File: config.mk
export PLATFORM = sky130hd
export DESIGN_NAME = alarm_edit_ctrl_flat
export DESIGN_NICKNAME = d
export VERILOG_FILES = /design/src/rtl/alarm_pkg.sv /design/src/rtl/alarm_edit_ctrl_if.sv /design/src/rtl/alarm_edit_ctrl_rise_det.sv /design/src/rtl/alarm_edit_ctrl.sv /design/src/flat_wrapper.sv
export SDC_FILE = /design/constraint.sdc
export NUM_CORES = 1
export LEC_CHECK = 0
export CAP_MARGIN = 20
export CORE_MARGIN = 8
export CORE_UTILIZATION = 46
export DETAILED_ROUTE_END_ITERATION = 8
export HOLD_SLACK_MARGIN = 0.05
export PLACE_DENSITY_LB_ADDON = 0.25
export SLEW_MARGIN = 25
export SYNTH_ARGS = -nofsm -noshare
export SYNTH_HDL_FRONTEND = slang
export SYNTH_SLANG_ARGS = --single-unit
File: constraint.sdc
create_clock -name clk_1Hz -period 2 [get_ports clk_1Hz]
set_input_delay 0.4 -clock clk_1Hz [delete_from_list [all_inputs] [get_ports clk_1Hz]]
set_output_delay 0.4 -clock clk_1Hz [all_outputs]
set_load 0.01 [all_outputs]
File: src/rtl/alarm_pkg.sv
// Shared constants for the alarm-time edit controller.
//   - Field widths and minute modulus.
//   - Edit state encoding (plain constants so legacy tools can read them).
//   - Optional build macro ALARM_EDIT_CANCEL_EN adds a cancel button; it is consumed in
//     alarm_edit_ctrl_if.sv and alarm_edit_ctrl.sv.
package alarm_pkg;

    localparam int unsigned HH_W    = 5;
    localparam int unsigned MM_W    = 6;
    localparam int unsigned MINUTES = 60;
    localparam int unsigned ST_W    = 2;

    localparam logic [ST_W-1:0] ST_IDLE    = 2'd0;
    localparam logic [ST_W-1:0] ST_EDIT_HH = 2'd1;
    localparam logic [ST_W-1:0] ST_EDIT_MM = 2'd2;
    localparam logic [ST_W-1:0] ST_COMMIT  = 2'd3;

    // True while the user is walking a field.
    function automatic logic is_edit(input logic [ST_W-1:0] st);
        return (st == ST_EDIT_HH) || (st == ST_EDIT_MM);
    endfunction

endpackage

File: src/rtl/alarm_edit_ctrl_if.sv
// Button / countdown / alarm-time bundle for alarm_edit_ctrl.
//   master : button and countdown side (drives buttons and saved, reads everything else)
//   slave  : the controller
//   btn_cancel exists only when ALARM_EDIT_CANCEL_EN is defined.
interface alarm_edit_ctrl_if;
    import alarm_pkg::*;

    logic            btn_mode;
    logic            btn_inc;
    logic            saved;
`ifdef ALARM_EDIT_CANCEL_EN
    logic            btn_cancel;
`endif
    logic            count_en;
    logic            editing;
    logic            field_sel;
    logic [HH_W-1:0] edit_hh;
    logic [MM_W-1:0] edit_mm;
    logic [HH_W-1:0] alarm_hh;
    logic [MM_W-1:0] alarm_mm;
    logic            commit;

`ifdef ALARM_EDIT_CANCEL_EN
    modport master (output btn_mode, btn_inc, saved, btn_cancel,
                    input  count_en, editing, field_sel, edit_hh, edit_mm,
                           alarm_hh, alarm_mm, commit);
    modport slave  (input  btn_mode, btn_inc, saved, btn_cancel,
                    output count_en, editing, field_sel, edit_hh, edit_mm,
                           alarm_hh, alarm_mm, commit);
`else
    modport master (output btn_mode, btn_inc, saved,
                    input  count_en, editing, field_sel, edit_hh, edit_mm,
                           alarm_hh, alarm_mm, commit);
    modport slave  (input  btn_mode, btn_inc, saved,
                    output count_en, editing, field_sel, edit_hh, edit_mm,
                           alarm_hh, alarm_mm, commit);
`endif

endinterface

File: src/rtl/alarm_edit_ctrl_rise_det.sv
// btn_rise_det: registers the previous button level and flags a rising edge.
//   clk_i    : clock
//   rst_n_i  : synchronous active-low reset (previous level forced low)
//   level_i  : debounced button level
//   rise_c_o : combinational one-cycle pulse, level_i & ~previous level
module btn_rise_det (
    input  logic clk_i,
    input  logic rst_n_i,
    input  logic level_i,
    output logic rise_c_o
);

    logic level_q;

    always_ff @(posedge clk_i) begin
        if (!rst_n_i) level_q <= 1'b0;
        else          level_q <= level_i;
    end

    assign rise_c_o = level_i & ~level_q;

endmodule

File: src/rtl/alarm_edit_ctrl.sv
// alarm_edit_ctrl: walks the user through hours then minutes, keeps a working copy and
// commits it to the alarm registers when the five-second countdown reports saved or when
// mode is pressed on the minutes field.
//   clk_1Hz  : tick clock          rst_n : synchronous active-low reset
//   bus      : alarm_edit_ctrl_if.slave (buttons, countdown handshake, edit/alarm outputs)
// Build option: ALARM_EDIT_CANCEL_EN adds btn_cancel, which abandons an edit without commit.
module alarm_edit_ctrl
    import alarm_pkg::*;
#(
    parameter int unsigned HOURS    = 24,
    parameter int unsigned RESET_HH = 7,
    parameter int unsigned RESET_MM = 0
) (
    input  logic              clk_1Hz,
    input  logic              rst_n,
    alarm_edit_ctrl_if.slave  bus
);

    logic [ST_W-1:0] state_q,     state_d;
    logic [HH_W-1:0] edit_hh_q,   edit_hh_d;
    logic [MM_W-1:0] edit_mm_q,   edit_mm_d;
    logic [HH_W-1:0] alarm_hh_q,  alarm_hh_d;
    logic [MM_W-1:0] alarm_mm_q,  alarm_mm_d;
    logic            count_en_q,  count_en_d;
    logic            editing_q,   editing_d;
    logic            field_sel_q, field_sel_d;
    logic            commit_q,    commit_d;
    logic            mode_rise_c;
    logic            action_c;
    logic [HH_W-1:0] hh_inc_c;
    logic [MM_W-1:0] mm_inc_c;

    btn_rise_det u_mode_rise (
        .clk_i    (clk_1Hz),
        .rst_n_i  (rst_n),
        .level_i  (bus.btn_mode),
        .rise_c_o (mode_rise_c)
    );

    // Wrapping increments; no carry from minutes into hours.
    assign hh_inc_c = (edit_hh_q == HH_W'(HOURS - 1))   ? '0 : edit_hh_q + HH_W'(1);
    assign mm_inc_c = (edit_mm_q == MM_W'(MINUTES - 1)) ? '0 : edit_mm_q + MM_W'(1);

    // State register and all registered outputs.
    always_ff @(posedge clk_1Hz) begin
        if (!rst_n) begin
            state_q     <= ST_IDLE;
            edit_hh_q   <= HH_W'(RESET_HH);
            edit_mm_q   <= MM_W'(RESET_MM);
            alarm_hh_q  <= HH_W'(RESET_HH);
            alarm_mm_q  <= MM_W'(RESET_MM);
            count_en_q  <= 1'b0;
            editing_q   <= 1'b0;
            field_sel_q <= 1'b0;
            commit_q    <= 1'b0;
        end else begin
            state_q     <= state_d;
            edit_hh_q   <= edit_hh_d;
            edit_mm_q   <= edit_mm_d;
            alarm_hh_q  <= alarm_hh_d;
            alarm_mm_q  <= alarm_mm_d;
            count_en_q  <= count_en_d;
            editing_q   <= editing_d;
            field_sel_q <= field_sel_d;
            commit_q    <= commit_d;
        end
    end

    // Next state; any user action holds the countdown off for one cycle to restart it.
    always_comb begin
        state_d    = state_q;
        edit_hh_d  = edit_hh_q;
        edit_mm_d  = edit_mm_q;
        alarm_hh_d = alarm_hh_q;
        alarm_mm_d = alarm_mm_q;
        commit_d   = 1'b0;
        action_c   = 1'b0;

        case (state_q)
            ST_IDLE: begin
                if (mode_rise_c) begin
                    state_d   = ST_EDIT_HH;
                    edit_hh_d = alarm_hh_q;
                    edit_mm_d = alarm_mm_q;
                    action_c  = 1'b1;
                end
            end
            ST_EDIT_HH: begin
                if (mode_rise_c) begin
                    state_d  = ST_EDIT_MM;
                    action_c = 1'b1;
                end else if (bus.btn_inc) begin
                    edit_hh_d = hh_inc_c;
                    action_c  = 1'b1;
                end else if (bus.saved && count_en_q) begin
                    state_d = ST_COMMIT;
                end
            end
            ST_EDIT_MM: begin
                if (mode_rise_c) begin
                    state_d  = ST_COMMIT;
                    action_c = 1'b1;
                end else if (bus.btn_inc) begin
                    edit_mm_d = mm_inc_c;
                    action_c  = 1'b1;
                end else if (bus.saved && count_en_q) begin
                    state_d = ST_COMMIT;
                end
            end
            ST_COMMIT: begin
                alarm_hh_d = edit_hh_q;
                alarm_mm_d = edit_mm_q;
                commit_d   = 1'b1;
                state_d    = ST_IDLE;
            end
            default: state_d = ST_IDLE;
        endcase

`ifdef ALARM_EDIT_CANCEL_EN
        // Cancel overrides every other request while editing.
        if (bus.btn_cancel && is_edit(state_q)) begin
            state_d   = ST_IDLE;
            edit_hh_d = alarm_hh_q;
            edit_mm_d = alarm_mm_q;
        end
`endif

        editing_d   = is_edit(state_d);
        field_sel_d = (state_d == ST_EDIT_MM);
        count_en_d  = editing_d && !action_c;
    end

    assign bus.count_en  = count_en_q;
    assign bus.editing   = editing_q;
    assign bus.field_sel = field_sel_q;
    assign bus.edit_hh   = edit_hh_q;
    assign bus.edit_mm   = edit_mm_q;
    assign bus.alarm_hh  = alarm_hh_q;
    assign bus.alarm_mm  = alarm_mm_q;
    assign bus.commit    = commit_q;

endmodule

File: src/flat_wrapper.sv
// flat-port wrapper written by rule: the top's interface ports become plain ports
module alarm_edit_ctrl_flat import alarm_pkg::*;
#(
    parameter int unsigned HOURS    = 24,
    parameter int unsigned RESET_HH = 7,
    parameter int unsigned RESET_MM = 0
)
  (clk_1Hz, rst_n, bus_btn_mode, bus_btn_inc, bus_saved, bus_count_en, bus_editing, bus_field_sel, bus_edit_hh, bus_edit_mm, bus_alarm_hh, bus_alarm_mm, bus_commit);
  alarm_edit_ctrl_if bus_i ();
  input  logic clk_1Hz;
  input  logic rst_n;
  input wire logic [$bits(bus_i.btn_mode)-1:0] bus_btn_mode;
  input wire logic [$bits(bus_i.btn_inc)-1:0] bus_btn_inc;
  input wire logic [$bits(bus_i.saved)-1:0] bus_saved;
  output wire logic [$bits(bus_i.count_en)-1:0] bus_count_en;
  output wire logic [$bits(bus_i.editing)-1:0] bus_editing;
  output wire logic [$bits(bus_i.field_sel)-1:0] bus_field_sel;
  output wire logic [$bits(bus_i.edit_hh)-1:0] bus_edit_hh;
  output wire logic [$bits(bus_i.edit_mm)-1:0] bus_edit_mm;
  output wire logic [$bits(bus_i.alarm_hh)-1:0] bus_alarm_hh;
  output wire logic [$bits(bus_i.alarm_mm)-1:0] bus_alarm_mm;
  output wire logic [$bits(bus_i.commit)-1:0] bus_commit;
  assign bus_i.btn_mode = bus_btn_mode;
  assign bus_i.btn_inc = bus_btn_inc;
  assign bus_i.saved = bus_saved;
  assign bus_count_en = bus_i.count_en;
  assign bus_editing = bus_i.editing;
  assign bus_field_sel = bus_i.field_sel;
  assign bus_edit_hh = bus_i.edit_hh;
  assign bus_edit_mm = bus_i.edit_mm;
  assign bus_alarm_hh = bus_i.alarm_hh;
  assign bus_alarm_mm = bus_i.alarm_mm;
  assign bus_commit = bus_i.commit;
  alarm_edit_ctrl #(.HOURS(HOURS), .RESET_HH(RESET_HH), .RESET_MM(RESET_MM)) u_core (.clk_1Hz(clk_1Hz), .rst_n(rst_n), .bus(bus_i));
endmodule
* After elaboration in Yosys (flattened, before gate mapping) *
Cells that the tools add are included.

word-level totals
  register bits = 29
  output and inout bits = 26
  input bits = 5

operators by class
  $add $sub $neg = 2
  bitwise operators = 2
  multiplexer cells = 21
  eq/ne operators = 12
  reductions and logical operators = 10

operators with widths
  operator             number
  $mux 6               4
  $mux 5               4
  $pmux 6 s2           1
  $mux 2               5
  $pmux 5 s2           1
  $ne 2x2->1 const B   4
  $pmux 2 s4           1
  $reduce_and 4->1     2
  $add 6x1->6 const B  1
  $eq 2x2->1 const B   3
  $eq 6x6->1 const B   1
  $add 5x1->5 const B  1
  $eq 5x5->1 const B   1
  $eq 2x1->1 const B   2
  $mux 1               4
  $reduce_bool 2->1    2
  $logic_and 1x1->1    2
  $logic_not 2->1      1
  $ne 2x1->1 const B   1
  $pmux 1 s2           1
  $reduce_or 2->1      1
  $and 1x1->1          1
  $logic_not 1->1      1
  $logic_or 1x1->1     1
  $not 1->1            1

* Logic depth before layout (Yosys ltp) *
Gate-level depths: netlist (run 1).

  word-level depth = 8
  depth in mapped cells = 8

* Cells and area by module *
From an unflattened synthesis (run 1), not the netlist that was laid out.

second synthesis, totals
  cell total of the unflattened synthesis = 165
  area, all modules = 1,519.0 µm²

modules (own cells, without submodules)
  module           area each (µm²)  instances  cells an instance  sequential area each (µm²)
  alarm_edit_ctrl  1,478.9          1          162                560.5
  btn_rise_det     40.0             1          3                  20.0

* Least setup slack after synthesis (run 1) *
OpenSTA, ideal clock, no wires.

  path kind = register to register
  start point = register u_core.state_q[1]
  end point = register u_core.count_en_q, in the netlist u_core.bus.count_en
  required time = 1.922 ns
  cell stages (with the launch flop) = 9
  arrival = 1.679 ns
  slack = 0.243 ns
  period minus slack after synthesis = 1.757 ns
  cells stage by stage = dfxtp_1 > inv_1 > ha_1 > clkbuf_1 > inv_2 > o21ai_1 > o31ai_1 > ha_1 > nor3_1

between the ends
  cells in the longest elaborated chain, start to end = 7
  elaborated cells on any way between the ends = 17
  those cells by class = eq/ne (5); mux (7); reduce/logical (5)

RTL lines
  item                                      line                                           text
  start: declaration                        alarm_edit_ctrl.sv:19                          logic [ST_W-1:0] state_q, state_d;
  start signal: assignment                  alarm_edit_ctrl.sv:57                          state_q <= state_d;
  $mux 2                                    alarm_edit_ctrl.sv:95, alarm_edit_ctrl.sv:106
  $mux 2                                    alarm_edit_ctrl.sv:92                          end else if (bus.btn_inc) begin
  $mux 2 (on tied branches)                 alarm_edit_ctrl.sv:100, alarm_edit_ctrl.sv:89
  $pmux 2 s4                                alarm_edit_ctrl.sv:79                          case (state_q)
  $eq 2x1->1 or $eq 2x2->1 (tied branches)  alarm_pkg.sv:20                                return (st == ST_EDIT_HH) || (st == ST_EDIT_MM);
  $logic_or 1x1->1                          alarm_pkg.sv:20
  $logic_and 1x1->1 *                       alarm_edit_ctrl.sv:130                         count_en_d = editing_d && !action_c;
  end signal: assignment                    alarm_edit_ctrl.sv:62                          count_en_q <= count_en_d;
  end: declaration                          alarm_edit_ctrl.sv:24                          logic count_en_q, count_en_d;

Every way passes the cells marked *; elsewhere a longest branch is shown, timed or not.
A chain may end at the register's enable or synchronous reset.

* Worst setup path in the final report (run 1) *
  start point = register u_core.edit_mm_q[3], in the netlist u_core.bus.edit_mm[3]
  end point = output port bus_edit_mm[3]

RTL lines
  item                      line                   text
  start: declaration        alarm_edit_ctrl.sv:21  logic [MM_W-1:0] edit_mm_q, edit_mm_d;
  start signal: assignment  alarm_edit_ctrl.sv:49  edit_mm_q <= MM_W'(RESET_MM);
  start signal: assignment  alarm_edit_ctrl.sv:59  edit_mm_q <= edit_mm_d;
  end: declaration          flat_wrapper.sv:19     output wire logic [$bits(bus_i.edit_mm)-1:0] bus_edit_mm;

No word-level cell between the ends.

==> results of run 1 <==
power by group:
part,switching (mW),internal (mW),total [mW]
logic,0.159,0.159,0.318
clock network,0.210,0.203,0.413
registers,0.0358,0.608,0.643
path summary, 6_finish.rpt:
check | end | start | cells after the start | slack, ps
max | bus_edit_mm[3] | u_core.bus.edit_mm[3] | 1 | 170
min | u_core.bus.alarm_hh[2] | u_core.bus.alarm_hh[2] | 2 | 510
max reg2reg | u_core.bus.edit_hh[0] | u_core.state_q[1] | 6 | 170
min reg2reg | u_core.bus.alarm_hh[2] | u_core.bus.alarm_hh[2] | 2 | 510
layout by cell type, fill, tap and decap left out, drive strengths merged, types with 2 or more instances in the layout:
cell type,Yosys,routed
clkdlybuf4s50,0,30
dfxtp,29,29
nor2,18,18
buf,2,14
mux2i,12,12
nand2,12,12
ha,9,9
o21ai,9,9
inv,8,8
a21oi,7,7
clkbuf,5,7
a31oi,5,5
and2,4,4
nand4,3,3
and3,3,3
a211oi,3,3
nor2b,3,3
nand2b,2,2
nand3,2,2
or3,2,2
o2111ai,2,2
o31ai,2,2
through the flow:
| step | worst slack, ps | hold WS (ps) | setup TNS (ps) | instances | power (mW) |
|---|---|---|---|---|---|
| after floorplan | 243 | 519 | 0 | 162 | 0.839 |
| after global placement | -73.0 | 480 | -75.6 | 243 | 0.962 |
| after detailed placement | -151 | 492 | -209 | 243 | 0.973 |
| after CTS | 161 | 518 | 0 | 251 | 1.39 |
| after global routing | 15.1 | 545 | 0 | 251 | 1.45 |
| final | 172 | 509 | 0 | 251 | 1.37 |
logic make-up (layout without fill, tap and decap cells):
logic type	after synthesis	after routing	synth area share (%)
fa+ha+maj	9	9	7.58
flops	29	29	39.1
mux	12	12	8.09
simple gates	55	55	19.4
compound gates	42	42	21.7
buf+inv	15	60	4.13
routing by layer:
layer / wire, um / vias to the layer above / track usage (%)
met3: 277 / 4 / 6.32
li1: - / 680 / -
met4: 44 / 0 / 5.33
met2: 1690 / 37 / 22.9
met1: 1570 / 670 / 16.9
met5: 0 / - / 0
state kept, by name (all words and copies together) (netlist names), 2 cells and up:
signal	count
u_core.bus.edit_mm	6
u_core.bus.alarm_hh	5
u_core.bus.edit_hh	5
u_core.state_q	2
u_core.bus.alarm_mm	6
final cells by class:
| type | instances | area, um2 | share of cell area [%] |
|---|---|---|---|
| multi-input cells | 118 | 843 | 42.5 |
| repair buffers | 44 | 405 | 20.4 |
| inverters | 8 | 30.0 | 1.51 |
| well taps | 44 | 55.1 | 2.77 |
| flip-flops and latches | 29 | 581 | 29.3 |
| clock buffers | 7 | 65.1 | 3.28 |
| clock inverters | 1 | 5.00 | 0.252 |
==> results.toml, run 1 <==
[run_status]
status = "completed"

[global_route]
globalRouteOverflowTotal = 0
grt_pass1_vias = 1281
grt_use_total_pct = 14.5
grt_pass1_wl_um = 6130
grt_start_max_net_pins = 14
antenna_found_initial = 0

[yosys]
synth_top_flop_cell = "dfxtp_1"
yosysTopAreaCell = "dfxtp_1"
synth_fp_nets = 176
ys_types = 48
synthTopCellsByArea = "dfxtp_1, mux2i_1, ha_1"
synth_top_area_share_pct = 39.1
ys_ff_latch = 29
avgSynthCellArea_um2 = 9.17
synth-async-reset-ratio_pct = 0
yosysSeqAreaShare_pct = 39.1
synth_edf_count = 0
synth_common_cells = "dfxtp_1, nor2_1, mux2i_1"
synthCells = 162
yosys_warnings = 0
synth.most_common_cell = "dfxtp_1"
synthesis.area_um2 = 1490

[worst_setup_path]
crit_slowest_cell = "clkdlybuf4s50_1"
end_kind = "output port"
cp_slowest_stage_delay_ps = 600
crit_type = "reg2out"
startpoint_type = "flip-flop"
crit_chain = "clkdlybuf4s50_1"
worstPathMaxFanout = 9
worst_ep_arrival_time_ps = 1430
worst_ep_required_time_ps = 1600
crit_buf_inv = 1
cp_top_family = "buffers and inverters"

[clock_tree]
cts_made_buffers = 5
h-tree-depth = 2
path_clk_slew_ps = 100
cts_setup_buffers = 0
cts-resized-gates = 0
root_buffer = "clkbuf_4"
clock_latency_ps = 340
clock_path_buffers = 2
cts_tree = "built"
cts.sinks = 29
hold_buffers = 0

[placed_design]
place_area_um2 = 1910
gp_congestion = 0.857
dp_hpwl_um = 2650
port_buffers = 30

[flow_run]
max-cap-violations = 0

[hold_path]
hold_path.class = "reg2reg"

[detailed_routing]
wl_per_cell_um = 14.3
firstDrtPassIters = 4
vias = 1391
drc = 0
vias_per_cell = 5.54
drtIter0Drc = 117
finalWirelength_um = 3580
final_antenna_net_count = 0

[cells_and_area]
final_area_um2 = 1980
drive_gt1_share_pct = 13.5
n_fill_cell = 277
area_delta_synth_final_pct = 33.6
fin_util_pct = 65.0
n_antenna_cell = 0
final_nets = 220

[timing]
worst_pin_slew_ps = 351
hold_viol_final = 0
finalCritPeriodShare_pct = 91.4
finalSetupViolCount = 0
fmax_mhz = 547
drv_slew = 0
clock_skew_ps = 9.41
rsz0062_at_grt = "false"
slew_headroom_pct = 76.6
fin_crit_ps = 1830

[die]
rows = 20
initial_core_util_pct = 48.6
die-area_um2 = 5300
ios = 31
die_y_um = 72.8
dieWidth_um = 72.8
core_um2 = 3050

[power]
power_density_nw_per_um2 = 693
ir_drop_mv = 0.408
leakage_nw = 0.757
No activity file was read; power rests on OpenSTA's default activity.
==> inputs of run 2 (changes only) <==
Settings changed: CORE_MARGIN 8 to 1.
==> results.toml, run 2 (synthesized netlist as in run 1, its figures left out) <==
[run_status]
status = "completed"

[timing]
fin_ws_ps = 174
worst_pin_slew_ps = 429
finalSetupViolCount = 0
finalCritPeriodShare_pct = 91.3
rsz0062_at_grt = "false"
clock_skew_ps = 11.8
slew_headroom_pct = 71.3
hold_viol_final = 0
fin_crit_ps = 1830
drv_slew = 0
fmax_mhz = 548

[die]
die_y_um = 58.8
dieWidth_um = 58.8
core_um2 = 3050
ios = 31
rows = 20
die-area_um2 = 3460
initial_core_util_pct = 48.6

[worst_setup_path]
crit_buf_inv = 1
startpoint_type = "flip-flop"
cp_slowest_stage_delay_ps = 600
cp_top_family = "buffers and inverters"
worstPathMaxFanout = 9
crit_chain = "clkdlybuf4s50_1"
end_kind = "output port"
worst_ep_required_time_ps = 1600
crit_type = "reg2out"
crit_slowest_cell = "clkdlybuf4s50_1"
worst_ep_arrival_time_ps = 1430

[clock_tree]
clock_path_buffers = 2
root_buffer = "clkbuf_4"
cts-resized-gates = 0
cts.sinks = 29
hold_buffers = 0
cts_tree = "built"
clock_latency_ps = 340
cts_setup_buffers = 0
path_clk_slew_ps = 90
cts_made_buffers = 5
h-tree-depth = 2

[detailed_routing]
drtIter0Drc = 38
vias = 1353
firstDrtPassIters = 4
final_antenna_net_count = 0
wl_per_cell_um = 13.2
drc = 0
finalWirelength_um = 3320
vias_per_cell = 5.39

[cells_and_area]
n_antenna_cell = 0
final_nets = 220
fin_util_pct = 64.4
final_common_cell = "clkdlybuf4s50_1"
layout_common_cells = "clkdlybuf4s50_1, dfxtp_1, nor2_1"
area_delta_synth_final_pct = 32.4
drive_gt1_share_pct = 13.0

[global_route]
antenna_found_initial = 0
globalRouteOverflowTotal = 0
grt_pass1_wl_um = 5580
grt_pass1_vias = 1277
grt_use_total_pct = 21.5
grt_start_max_net_pins = 14

[power]
power_density_nw_per_um2 = 660
ir_drop_mv = 0.423
total_power_mw = 1.30
leakage_nw = 0.748

[placed_design]
port_buffers = 30
dp_hpwl_um = 2460
place_ws_ps = -106
gp_congestion = 0.798

[hold_path]
hold_path.class = "reg2reg"

[flow_run]
max-cap-violations = 0
[run 2: metrics by stage]
step	TNS (ps)	cell area (um2)	cells	hold WS, ps
after global routing	0	1970	251	554
after global placement	-69.3	1910	243	479
final	0	1970	251	507
after floorplan	0	1490	162	519
after CTS	0	1970	251	518
after detailed placement	-150	1910	243	495
[run 2: tightest hold or removal path: stages, from the launching register on]
cell and delay, ps:
dfxtp_1 350, mux2i_1 70, nand2_1 60
[run 2: per-layer routing]
layer	GRT usage [%]	wire length, um
met4	14.3	77
met1	25.8	1500
met5	0	0
met3	4.40	150
met2	34.7	1590
[run 2: power by group]
| part | switching (mW) | internal [mW] |
|---|---|---|
| combinational | 0.158 | 0.159 |
| sequential | 0.0354 | 0.608 |
| clock | 0.204 | 0.133 |
[run 2: worst paths after layout]
kind,startpoint,to,slack [ps],cells after the start
max,u_core.bus.edit_mm[2],bus_edit_mm[2],170,1
min,u_core.bus.alarm_hh[1],u_core.bus.alarm_hh[1],510,2
max reg2reg,u_core.state_q[1],u_core.bus.edit_hh[0],200,6
min reg2reg,u_core.bus.alarm_hh[1],u_core.bus.alarm_hh[1],510,2
[run 2: layout make-up]
class                   instances  area [um2]
fillers                       290        1090
multi-input cells             118         843
flip-flops and latches         29         581
repair buffers                 44         405
well taps                      44        55.1
clock buffers                   6        41.3
inverters                       8        30.0
clock inverters                 2        10.0
==> inputs of run 3 (changes only) <==
Settings changed: CORE_UTILIZATION 46 to 50.
==> results.toml, run 3 (synthesized netlist as in run 1, its figures left out) <==
[die]
ios = 31
die-area_um2 = 3190
dieWidth_um = 56.5
die_y_um = 56.5
rows = 19
initial_core_util_pct = 53.4
core_um2 = 2780

[detailed_routing]
finalWirelength_um = 3490
drc = 0
drtIter0Drc = 56
final_antenna_net_count = 0
vias_per_cell = 5.68
firstDrtPassIters = 4
wl_per_cell_um = 14.6
vias = 1364

[worst_setup_path]
worstPathMaxFanout = 6
startpoint = "u_core.state_q[1]"
reg2reg_to = "u_core.bus.edit_mm[3]"
cp-endpoint = "u_core.bus.edit_mm[3]"
end_kind = "flip-flop"
reg2regPathDepth = 7
worst_ep_required_time_ps = 2220
crit_type = "reg2reg"
crit_slowest_cell = "dfxtp_1"
worst_ep_arrival_time_ps = 2070
crit_chain = "inv_1 -> ha_1 -> nand2b_1 -> o31ai_4 -> buf_4 -> o21ai_1 -> a32o_1"
r2r-start = "u_core.state_q[1]"
reg2reg_slack_ps = 150
startpoint_type = "flip-flop"
cp_slowest_stage_delay_ps = 440

[flow_run]
max-cap-violations = 0

[clock_tree]
hold_buffers = 0
h-tree-depth = 2
cts_made_buffers = 5
clock_latency_ps = 320
cts-resized-gates = 0
clock_path_buffers = 2
cts_setup_buffers = 0
path_clk_slew_ps = 90
root_buffer = "clkbuf_4"
cts_tree = "built"
cts.sinks = 29

[placed_design]
gp_congestion = 0.805
dp_hpwl_um = 2530
dpl.cell_count = 231
place_area_um2 = 1920
place_ws_ps = -110
port_buffers = 30

[timing]
hold_ws_ps = 522
slew_headroom_pct = 70.8
finalSetupViolCount = 0
drv_slew = 0
finalCritPeriodShare_pct = 92.7
fmax_mhz = 539
fin_ws_ps = 146
tns_ps = 0
clock_skew_ps = 4.18
fin_crit_ps = 1850
hold_viol_final = 0
worst_pin_slew_ps = 438

[global_route]
grt_use_total_pct = 23.6
grt_pass1_vias = 1339
antenna_found_initial = 0
grt_pass1_wl_um = 5910
grt_start_max_net_pins = 12
globalRouteOverflowTotal = 0

[cells_and_area]
final_nets = 222
finalNonFillerCells = 240
area_delta_synth_final_pct = 35.4
layout_common_cells = "clkdlybuf4s50_1, dfxtp_1, nor2_1"
drive_gt1_share_pct = 13.9
n_antenna_cell = 0
final_area_um2 = 2010
n_fill_cell = 213
final_common_cell = "clkdlybuf4s50_1"

[power]
power_density_nw_per_um2 = 731
leakage_nw = 0.772
ir_drop_mv = 0.807

[run_status]
status = "completed"

[hold_path]
hold_path.class = "reg2reg"
-- run 3: report_power, final --
part / switching [mW] / total (mW) / internal, mW
logic: 0.161 / 0.329 / 0.167
registers: 0.0371 / 0.645 / 0.608
clock network: 0.199 / 0.497 / 0.298
-- run 3: stage by stage --
step	utilization, %	power (mW)
2_1_floorplan	-	0.839
3_3_place_gp	69.0	0.968
3_5_place_dp	69.0	0.981
4_1_cts	72.0	1.47
5_1_grt	72.3	1.53
6_report	72.3	1.47
-- run 3: final cells by class --
type                       count  area, um2  area share (%)
inverter                       8       30.0            1.49
timing repair buffer          46        433            21.5
clock inverter                 1       30.0            1.49
tap                           31       38.8            1.93
multi-input combinational    118        843            41.9
clock buffer                   7       55.1            2.74
sequential                    29        581            28.9
-- run 3: worst min-delay path by stage --
stage / startpoint / endpoint / slack (ps) / cells after the start
after CTS: u_core.bus.alarm_hh[2] / u_core.bus.alarm_hh[2] / 520 / 2
after floorplan: u_core.bus.edit_hh[4] / u_core.bus.edit_hh[4] / 520 / 2
after global placement: u_core.bus.alarm_hh[2] / u_core.bus.alarm_hh[2] / 480 / 2
final: u_core.bus.alarm_hh[2] / u_core.bus.alarm_hh[2] / 520 / 2
after global routing: u_core.bus.edit_hh[4] / u_core.bus.edit_hh[4] / 560 / 2
after detailed placement: u_core.bus.alarm_hh[0] / u_core.bus.alarm_hh[0] / 500 / 2
-- run 3: worst max-delay path: cells and delay by family, from the launching register on --
kind,cells,cell delay [ps]
DFF,1,440
adders and majority gates,1,240
AOI/OAI and AO/OA,3,560
and+or+nand+nor,1,210
buffers and inverters,2,300
-- run 3: layer usage --
metal / track usage [%] / part of all wire (%) / vias to the layer above
li1: - / - / 684
met1: 27.2 / 44 / 621
met3: 5.53 / 5.3 / 11
met4: 12.2 / 2.0 / 0
met5: 0 / 0 / -
met2: 40.3 / 48 / 48
